## src/rtl/lane_judge_scheduler.sv

```systemverilog
// Shares one registered distance scorer among LANES arrow lanes: captures presses with a y
// snapshot, grants them round-robin, and accumulates total score, combo and max combo.
//
// state  | meaning
// IDLE   | waiting for a pending lane; grants the first pending lane at/after rr_ptr
// ISSUE  | score_req high with the granted lane's y snapshot
// WAIT   | scorer computing; its result is sampled into pts_q at the end of this cycle
// ACCUM  | retire the request, update total/combo, emit hit or miss
module lane_judge_scheduler #(
  parameter int LANES   = 4,
  parameter int Y_W     = 10,
  parameter int PTS_W   = 20,
  parameter int COMBO_W = 10
) (
  input  logic                 clk,
  input  logic                 rst,
  input  logic                 game_active,
  input  logic                 score_clear,
  input  logic [LANES-1:0]     btn_press,
  input  logic [LANES-1:0]     lane_valid,
  input  logic [LANES*Y_W-1:0] lane_y,
  output logic                 score_req,
  output logic [Y_W-1:0]       score_y,
  input  logic [PTS_W-1:0]     score_pts,
  output logic [LANES-1:0]     arrow_clear,
  output logic                 hit_pulse,
  output logic                 miss_pulse,
  output logic [PTS_W-1:0]     total_score,
  output logic [COMBO_W-1:0]   combo,
  output logic [COMBO_W-1:0]   max_combo,
  output logic                 busy
);
  localparam int GW = (LANES > 1) ? $clog2(LANES) : 1;

  typedef enum logic [1:0] {IDLE, ISSUE, WAIT, ACCUM} state_t;

  state_t             state, state_nxt;
  logic [LANES-1:0]   pending;
  logic [Y_W-1:0]     snap_y [LANES];
  logic [GW-1:0]      rr_ptr, grant, grant_nxt, idx;
  logic               grant_found;
  logic [PTS_W-1:0]   pts_q;
  logic [LANES-1:0]   cap_ok, cap_set, clr_mask;
  logic               cap_miss;
  logic [PTS_W:0]     sum;
  logic [PTS_W-1:0]   total_sat;
  logic [COMBO_W-1:0] combo_inc;

  always_comb begin
    grant_found = 1'b0;
    grant_nxt   = '0;
    idx         = '0;
    for (int k = 0; k < LANES; k++) begin
      idx = GW'((int'(rr_ptr) + k) % LANES);
      if (!grant_found && pending[idx]) begin
        grant_found = 1'b1;
        grant_nxt   = idx;
      end
    end
  end

  always_comb begin
    state_nxt = state;
    case (state)
      IDLE:    if (grant_found) state_nxt = ISSUE;
      ISSUE:   state_nxt = WAIT;
      WAIT:    state_nxt = ACCUM;
      ACCUM:   state_nxt = IDLE;
      default: state_nxt = IDLE;
    endcase
  end

  always_comb begin
    cap_ok   = btn_press & ~pending & {LANES{game_active}};
    cap_set  = cap_ok & lane_valid;
    cap_miss = |(cap_ok & ~lane_valid);
    clr_mask = '0;
    if (state == ACCUM) clr_mask[grant] = 1'b1;
    sum       = {1'b0, total_score} + {1'b0, pts_q};
    total_sat = sum[PTS_W] ? '1 : sum[PTS_W-1:0];
    combo_inc = (combo == '1) ? combo : combo + 1'b1;
  end

  always_ff @(posedge clk or posedge rst) begin
    if (rst) begin
      state       <= IDLE;
      pending     <= '0;
      rr_ptr      <= '0;
      grant       <= '0;
      pts_q       <= '0;
      score_req   <= 1'b0;
      score_y     <= '0;
      arrow_clear <= '0;
      hit_pulse   <= 1'b0;
      miss_pulse  <= 1'b0;
      total_score <= '0;
      combo       <= '0;
      max_combo   <= '0;
      for (int i = 0; i < LANES; i++) snap_y[i] <= '0;
    end else begin
      state       <= state_nxt;
      score_req   <= 1'b0;
      arrow_clear <= '0;
      hit_pulse   <= 1'b0;
      miss_pulse  <= 1'b0;
      pending     <= (pending | cap_set) & ~clr_mask;
      for (int i = 0; i < LANES; i++)
        if (cap_set[i]) snap_y[i] <= lane_y[i*Y_W +: Y_W];

      case (state)
        IDLE: if (grant_found) begin
          grant     <= grant_nxt;
          score_req <= 1'b1;
          score_y   <= snap_y[grant_nxt];
        end
        WAIT: pts_q <= score_pts;
        ACCUM: begin
          rr_ptr <= (grant == GW'(LANES-1)) ? '0 : grant + 1'b1;
          if (pts_q != '0) begin
            total_score        <= total_sat;
            combo              <= combo_inc;
            if (combo_inc > max_combo) max_combo <= combo_inc;
            arrow_clear[grant] <= 1'b1;
            hit_pulse          <= 1'b1;
          end else begin
            combo      <= '0;
            miss_pulse <= 1'b1;
          end
        end
        default: ;
      endcase

      // A press with no live arrow breaks the combo even if ACCUM scores a hit this cycle.
      if (cap_miss) begin
        miss_pulse <= 1'b1;
        combo      <= '0;
      end
      if (score_clear) begin
        total_score <= '0;
        combo       <= '0;
        max_combo   <= '0;
      end
    end
  end

  assign busy = (state != IDLE) | (|pending);

endmodule

```

## config.mk

```make
export PLATFORM = sky130hd
export DESIGN_NAME = lane_judge_scheduler
export DESIGN_NICKNAME = d
export VERILOG_FILES = /design/src/rtl/lane_judge_scheduler.sv
export SDC_FILE = /design/constraint.sdc
export NUM_CORES = 1
export LEC_CHECK = 0
export BUFFER_PORTS_ARGS = -buffer_cell sky130_fd_sc_hd__clkbuf_2
export CORE_MARGIN = 5
export CORE_UTILIZATION = 40
export DETAILED_ROUTE_END_ITERATION = 7
export PLACE_DENSITY = 0.69
export SLEW_MARGIN = 10
export SYNTH_ARGS = -nofsm -noshare
export SYNTH_HDL_FRONTEND = slang
export SYNTH_SLANG_ARGS = --single-unit
```

## constraint.sdc

```tcl
create_clock -name clk -period 4.8 [get_ports clk]
set_input_delay 0.48 -clock clk [delete_from_list [all_inputs] [get_ports clk]]
set_output_delay 0.48 -clock clk [all_outputs]
set_load 0.05 [all_outputs]
```

==> results of run 1 <==
==> sequential cells by signal (all words and copies together), names as in the netlist <==
name and cells:
arrow_clear 4, snap_y 40, total_score 20, score_y 10, score_req 1, pts_q 20
miss_pulse 1, rr_ptr 2, max_combo 10, grant 2, pending 4, state 2
hit_pulse 1, combo 10
==> layer usage <==
metal	up-vias	GRT usage (%)	part of all wire, %
met5	-	0	0
met4	0	6.37	1.8
met3	20	3.89	4.9
met2	116	28.7	48
met1	2556	23.7	45
li1	2507	-	-
==> cell families (layout without fill, tap and decap cells) <==
family	after synthesis	after routing	synth area share, %
compound gates	137	137	13.8
xor+xnor	20	20	2.57
fa+ha+maj	40	40	7.44
buf+inv	57	198	3.54
flops	127	127	46.6
mux	97	97	15.5
simple gates	145	145	10.6
==> final timing paths <==
check                      cells after the start              end  slack, ns  startpoint
setup / recovery                              13     max_combo[0]       1.65    combo[2]
hold / removal                                 2         combo[1]       0.06         rst
setup reg to reg                              13     max_combo[0]       1.65    combo[2]
hold reg to reg                                2       score_y[0]       0.48  score_y[0]
max in group asynchronous                      3  total_score[13]       3.73         rst
min in group clk                               2        snap_y[5]       0.28  lane_y[35]
==> synth_stat cells, types with 2 or more instances <==
master | number | area, sq um
dfrtp_1 | 127 | 3180
inv_1 | 31 | 116
mux2i_1 | 25 | 250
nand2_1 | 38 | 143
or4_1 | 3 | 22.5
o22ai_1 | 3 | 18.8
o21bai_1 | 3 | 22.5
o21ai_1 | 3 | 15.0
o211ai_1 | 2 | 15.0
xor2_1 | 6 | 52.6
mux2_2 | 72 | 811
xnor2_1 | 14 | 123
a22o_1 | 10 | 87.6
and2_1 | 5 | 31.3
buf_1 | 3 | 11.3
nand4_1 | 9 | 56.3
nor3_1 | 9 | 45.0
buf_2 | 5 | 25.0
nor3_2 | 2 | 20.0
buf_4 | 4 | 30.0
nor2_1 | 43 | 161
nor4_1 | 5 | 31.3
nand2b_1 | 5 | 31.3
o21a_1 | 5 | 37.5
nor2b_1 | 4 | 25.0
nor3b_1 | 2 | 15.0
a211oi_1 | 23 | 173
a21o_1 | 10 | 75.1
clkbuf_1 | 12 | 45.0
ha_1 | 39 | 488
a211oi_2 | 2 | 25.0
o31a_1 | 2 | 17.5
a31oi_1 | 5 | 31.3
o21ai_0 | 27 | 135
a22oi_1 | 3 | 22.5
o31ai_1 | 2 | 15.0
a21oi_2 | 2 | 17.5
a21oi_1 | 25 | 125
nand3_1 | 9 | 45.0
and3_1 | 4 | 25.0
==> layout make-up <==
type / instances / area (sq um)
Clock inverter: 15 / 173
Sequential cell: 127 / 3180
Fill cell: 1538 / 8370
Multi-Input combinational cell: 439 / 3410
Inverter: 32 / 123
Clock buffer: 17 / 425
Tap cell: 220 / 275
Timing Repair Buffer: 134 / 683
==> worst max-delay path, stage by stage (launching register included) <==
cell,delay [ns]
dfrtp_1,0.46
and4_1,0.30
nand4_1,0.25
and3_1,0.30
nand2_1,0.08
xnor2_1,0.17
ha_1,0.29
a21o_1,0.16
a21o_1,0.16
a21oi_1,0.13
o211ai_1,0.11
nand3_2,0.29
mux2i_1,0.24
nor2_1,0.06
==> stage by stage <==
stage,util (%),cells
CTS,49.7,984
floorplan,-,623
finish,49.7,984
global placement,46.1,952
global route,49.7,984
detailed placement,46.1,952
==> report_power, final <==
group / switching (mW) / total [mW] / internal [mW] / leakage, nW
Clock: 0.554 / 1.29 / 0.740 / 0.287
Sequential: 0.346 / 1.88 / 1.54 / 1.59
Combinational: 2.11 / 3.50 / 1.40 / 2.09
Total: 3.01 / 6.68 / 3.67 / 3.97
==> results.cfg, run 1 <==
[yosys]
syn_inst = 623
yosysUniqueCellTypes = 60
synth_area_sq_um = 6830
syn_area_per_cell_sq_um = 11.0
syn_nets = 735
yosysSeqAreaShare_pct = 46.6
ys_seq_elements = 127
synth_edf_count = 0
synth_flop_cell = dfrtp_1
synthArstFlopShare_pct = 100
ys_warn_count = 0

[sta]
setup_tns_ns = 0
setup_viol = 0
hold_ws_ns = 0.0578
drv_slew = 0
fmax_ghz = 0.317
maxSlewHeadroom_pct = 28.9
fin_crit_sh_pct = 65.7
skew_ns = 0.0101
worstMarginPinSlew_ns = 1.07
finalHoldViolations = 0
rsz0062_at_grt = false
layout_setup_ws_ns = 1.65
period_needed_ns = 3.15

[critical_path]
setup.worst_path.end_class = register
start_kind = register
cp_max_fo = 16
cp_data_required_time_ns = 5.07
path_class = reg -> reg
cp.arrival_ns = 3.43

[power_and_ir_drop]
leakagePower_nw = 3.97
ir_drop_v = 0.000391
power_mw = 6.68
power_density_nw_per_um2 = 808

[route]
drt_pass1_iterations = 4
drt_iter0_drc = 273
wl_microns = 16900
wl_per_cell_microns = 17.2
ant_nets = 0
via_per_inst = 5.28
via_count = 5199
drc = 0

[placement]
gp_congestion = 0.883
portBuffers = 129
placed_cell_area_sq_um = 7670
dp_hpwl_microns = 12500
dpl_worst_slack_ns = 1.67

[grt]
antenna_found_initial = 0
grt_pass1_vias = 5463
grt_pass1_wl_microns = 28300
grt_max_degree = 50
gr-total-overflow = 0
grt_usage_pct = 17.8

[die]
fp.dieW_microns = 141
fp-row-count = 47
die_height_microns = 141
core-area_sq_um = 16600
start_util_pct = 41.0
die_area_sq_um = 19800
io_pins = 130

[clocking]
clkTransAtPathRegs_ns = 0.06
cts-hold-fix-buffers = 0
clock_latency_ns = 0.43
cts_max_level = 4
tritoncts = done
cts_buffer_depth = 2
clock-sinks = 127
cts_resized = 0
cts-root-buf = clkbuf_16
post_cts_buffers = 0
cts_buffers = 17

[layout]
nets = 863
final_common_cell = clkbuf_2
antenna-diode-count = 0
drive_above_1_share_pct = 33.6
stdcell_area_sq_um = 8270
layout_common_cells = 129 x clkbuf_2, 127 x dfrtp_1, 72 x mux2_2
synthToLayoutAreaGrowth_pct = 21.2

[job]
maxCapViolations = 0

[min_path]
min_path_type = in -> async

[run_status]
status = finished, final reports clean
(Power assumes the default switching activity.)
==> inputs of run 2 (changes only) <==
- PLACE_DENSITY: 0.69 -> 0.71
- clock period: 4.8 -> 2.58 ns (I/O delays scaled with it)
==> results.cfg, run 2 (synthesis results as in run 1) <==
[critical_path]
critical-path-top-delay-family = simple AND/OR/NAND/NOR gates
timing.rr.start = combo[1]
cp-endpoint = max_combo[9]
setup.worst_path.end_class = register
max_stage_delay_ns = 0.42
start_kind = register
cp_max_fo = 5
timing.rr.end = max_combo[9]
cp.arrival_ns = 2.97
cp_data_required_time_ns = 2.87
crit_buf_inv = 1
path_class = reg -> reg
crit_slowest_cell = dfrtp_2
r2r_slack_ns = -0.10
reg2reg_depth = 14
crit_chain = ha_4, nand4_1, and3_4, nand4_1, xnor2_2, ha_1, nand4_1, nor2_1, a21oi_1, o211ai_1, nand3_2, buf_6, mux2i_1, nor2_1
worstSetupPathDepth = 14
worstSetupStartpoint = combo[1]
cpMostUsedCell = nand4_1

[clocking]
clock_latency_ns = 0.42
cts_max_level = 4
cts-root-buf = clkbuf_16
clkTransAtPathRegs_ns = 0.07
clock-sinks = 127
tritoncts = done
cts_buffer_depth = 2
cts_buffers = 17

[sta]
fin_crit_sh_pct = 104
hold_ws_ns = 0.0618
maxSlewHeadroom_pct = 55.8
worstMarginPinSlew_ns = 0.660
period_needed_ns = 2.68
drv_slew = 0
setup_viol = 10
finalHoldViolations = 0
fmax_ghz = 0.373
layout_setup_ws_ns = -0.100
rsz0062_at_grt = true
skew_ns = 0.0107

[route]
ant_nets = 0
via_count = 5351
drt_pass1_iterations = 4
wl_microns = 17200
drc = 0
wl_per_cell_microns = 16.7
drt_iter0_drc = 282
via_per_inst = 5.18

[die]
core-area_sq_um = 16600
io_pins = 130
fp-row-count = 47
fp.dieW_microns = 141
die_area_sq_um = 19800
die_height_microns = 141
start_util_pct = 41.0

[placement]
portBuffers = 129
dpl_worst_slack_ns = -0.0893
gp_congestion = 0.921
dp_hpwl_microns = 12800

[grt]
grt_usage_pct = 17.7
grt_max_degree = 79
antenna_found_initial = 0
gr-total-overflow = 0
grt_pass1_vias = 5441
grt_pass1_wl_microns = 28100

[layout]
antenna-diode-count = 0
nFillCells = 1474
synthToLayoutAreaGrowth_pct = 29.4
final_common_cell = clkbuf_2
reg_top3 = snap_y: 40 flops, pts_q: 20 flops, total_score: 20 flops
top_register = snap_y
drive_above_1_share_pct = 40.5
nets = 913
largest_reg_flops = 40
layout_common_cells = 129 x clkbuf_2, 117 x dfrtp_1, 72 x mux2_2

[run_status]
status = finished, violations left
violations = setup timing

[power_and_ir_drop]
power_density_nw_per_um2 = 1470
power_mw = 13.0
leakagePower_nw = 4.26
ir_drop_v = 0.000671

[min_path]
min_path_type = in -> reg

[job]
maxCapViolations = 0
[run 2: changes by cell type in the layout (fill, tap and decap cells not counted), moves of 3 or more]
cell	before	now
buf_12	0	3
dfrtp_2	0	10
buf_6	0	4
buf_4	5	46
dfrtp_1	127	117
[run 2: final cells by class]
type	count	area [sq um]	area share [%]
Clock buffer	17	425	4.82
Clock inverter	15	174	1.97
Inverter	32	124	1.40
Multi-Input combinational cell	439	3510	39.8
Sequential cell	127	3190	36.1
Tap cell	220	275	3.12
Timing Repair Buffer	184	1130	12.8
[run 2: worst min-delay path by stage]
stage / start / to / slack, ns / cells after the start
CTS: lane_y[33] / snap_y[3] / 0.05 / 2
detailed placement: rst / max_combo[6] / 0.38 / 3
global placement: rst / max_combo[6] / 0.38 / 3
floorplan: score_pts[1] / pts_q[1] / 0.38 / 2
finish: lane_y[17] / snap_y[27] / 0.06 / 2
global route: lane_y[22] / snap_y[12] / 0.05 / 2
[run 2: power by group]
group	switching, mW	total, mW	internal [mW]
combinational	4.10	7.08	2.97
clock	0.981	2.43	1.45
sequential	0.635	3.50	2.87
[run 2: timing repair]
| action | 4_1_cts | 5_1_grt |
|---|---|---|
| setup endpoints to repair | 10 | 14 |
| hold buffers | 1 | 0 |
| cloned | 0 | 1 |
| pin swaps | 12 | 19 |
| setup buffers | 2 | 3 |
| hold endpoints to repair | 74 | 0 |
| gates resized for setup | 6 | 14 |
[run 2: per-layer routing]
metal,vias up,GRT usage (%),wire length [microns]
met1,2602,24.5,8060
met5,-,0,0
met2,130,27.8,8150
li1,2600,-,-
met3,19,4.30,745
met4,0,4.90,299
[run 2: through the flow]
step                instance area (sq um)  util, %  setup TNS, ns  instances
finish                               8830     53.1         -0.663       1034
global route                         8830     53.1          -3.06       1034
CTS                                  8720     52.4         -0.318       1030
detailed placement                   8060     48.4         -0.697        995
global placement                     8060     48.4         -0.314        995
floorplan                            6870        -          -3.00        623
==> inputs of run 3 (changes only) <==
==> constraint.sdc (replaced) <==
create_clock -name clk -period 2.58 [get_ports clk]
set_input_delay 0.516 -clock clk [delete_from_list [all_inputs] [get_ports clk]]
set_output_delay 0.516 -clock clk [all_outputs]
set_load 0.05 [all_outputs]
==> results.cfg, run 3 (synthesis results as in run 1) <==
[layout]
largest_reg_flops = 40
nets = 914
layout_common_cells = 129 x clkbuf_2, 117 x dfrtp_1, 72 x mux2_2
reg_top3 = snap_y: 40 flops, pts_q: 20 flops, total_score: 20 flops
antenna-diode-count = 0
fin_cells = 1035
synthToLayoutAreaGrowth_pct = 29.0
stdcell_area_sq_um = 8800
nFillCells = 1496
final_common_cell = clkbuf_2
multi_input_area_sq_um = 3520
top_register = snap_y
seq_area_sq_um = 3190
drive_above_1_share_pct = 41.5

[route]
wl_microns = 17400
via_per_inst = 5.26
ant_nets = 0
drt_iter0_drc = 217
drc = 0
via_count = 5441
wl_per_cell_microns = 16.8
drt_pass1_iterations = 4

[power_and_ir_drop]
power_density_nw_per_um2 = 1470
ir_drop_v = 0.000649
leakagePower_nw = 4.25

[grt]
grt_pass1_vias = 5366
antenna_found_initial = 0
grt_max_degree = 128
grt_usage_pct = 17.8
grt_pass1_wl_microns = 28200
gr-total-overflow = 0

[sta]
period_needed_ns = 2.61
layout_setup_ws_ns = -0.0318
drv_slew = 0
setup_viol = 10
maxSlewHeadroom_pct = 54.9
fmax_ghz = 0.383
setup_tns_ns = -0.196
hold_ws_ns = 0.268
skew_ns = 0.0108
rsz0062_at_grt = true
worstMarginPinSlew_ns = 0.676
fin_crit_sh_pct = 101
finalHoldViolations = 0

[critical_path]
cp_data_required_time_ns = 2.91
cp.arrival_ns = 2.94
path_class = reg -> reg
setup.worst_path.end_class = register
start_kind = register
cp_max_fo = 10

[placement]
dp_hpwl_microns = 12600
gp_congestion = 0.905
portBuffers = 129
place_inst = 997
placed_cell_area_sq_um = 8070

[die]
io_pins = 130
fp.dieW_microns = 141
core-area_sq_um = 16600
die_height_microns = 141
fp-row-count = 47
die_area_sq_um = 19800
start_util_pct = 41.0

[min_path]
min_path_type = in -> async

[clocking]
clock_latency_ns = 0.42
cts_max_level = 4
clock-sinks = 127
cts_buffer_depth = 2
cts_buffers = 17
cts-root-buf = clkbuf_16
clkTransAtPathRegs_ns = 0.06
tritoncts = done
cts-hold-fix-buffers = 0

[run_status]
status = finished, violations left
violations = setup timing

[job]
maxCapViolations = 0
run 3: cell count changes in the layout (fill, tap and decap cells not counted), sizes merged:
cell | previous run | this run
bufinv | 2 | 1
dlygate4sd3 | 1 | 0
clkbuf | 147 | 146
buf | 53 | 56
clkinv | 5 | 6
inv | 38 | 39
clkinvlp | 2 | 1
run 3: worst paths after layout:
kind / startpoint / slack, ns / endpoint / cells past startpoint
max: combo[4] / -0.03 / max_combo[3] / 14
min: rst / 0.27 / max_combo[6] / 3
max reg2reg: combo[4] / -0.03 / max_combo[3] / 14
min reg2reg: score_y[8] / 0.50 / score_y[8] / 2
max in group asynchronous: rst / 1.77 / total_score[0] / 3
min in group clk: lane_y[38] / 0.31 / snap_y[8] / 2
run 3: layout make-up:
| type | instances | share of cell area [%] |
|---|---|---|
| repair buffers | 185 | 12.5 |
| flip-flops and latches | 127 | 36.2 |
| multi-input cells | 439 | 39.9 |
| clock inverters | 15 | 1.93 |
| inverters | 32 | 1.41 |
| well taps | 220 | 3.13 |
| clock buffers | 17 | 4.83 |
run 3: through the flow:
stage | util [%] | setup slack, ns | power (mW)
6_report | 52.9 | -0.0318 | 13.0
5_1_grt | 52.9 | -0.216 | 13.9
4_1_cts | 52.4 | -0.0128 | 12.9
3_5_place_dp | 48.5 | -0.0850 | 10.3
3_3_place_gp | 48.5 | -0.0173 | 10.2
2_1_floorplan | - | -0.367 | 8.63
run 3: timing repair:
item	CTS	global route
gates resized for setup	10	13
endpoints found under the setup margin	10	30
endpoints found under the hold margin	0	0
buffers inserted	2	4
pin swaps	11	11
run 3: critical path, cell delays in order (launching register included):
cell      delay [ns]
dfrtp_2         0.40
and4_4          0.18
nand4_1         0.11
and3_4          0.22
nand4_1         0.11
xnor2_1         0.23
ha_1            0.29
nand4_1         0.12
nor2_2          0.06
a21oi_1         0.13
o211ai_1        0.12
nand3_2         0.13
buf_6           0.15
nor2_1          0.05
a211oi_1        0.20
run 3: power breakdown:
part	switching, mW	total (mW)	leakage [nW]	internal, mW
Combinational	4.12	7.07	2.38	2.95
Sequential	0.642	3.51	1.58	2.86
Clock	1.02	2.40	0.293	1.38
Total	5.79	13.0	4.25	7.19
run 3: routing by layer:
metal	track usage [%]	part of all wire, %	vias to the layer above	wire [microns]
met4	6.02	2.0	0	353
li1	-	-	2620	-
met2	27.9	48	117	8320
met1	24.5	46	2678	8070
met3	4.06	3.9	26	682
met5	0	0	-	0
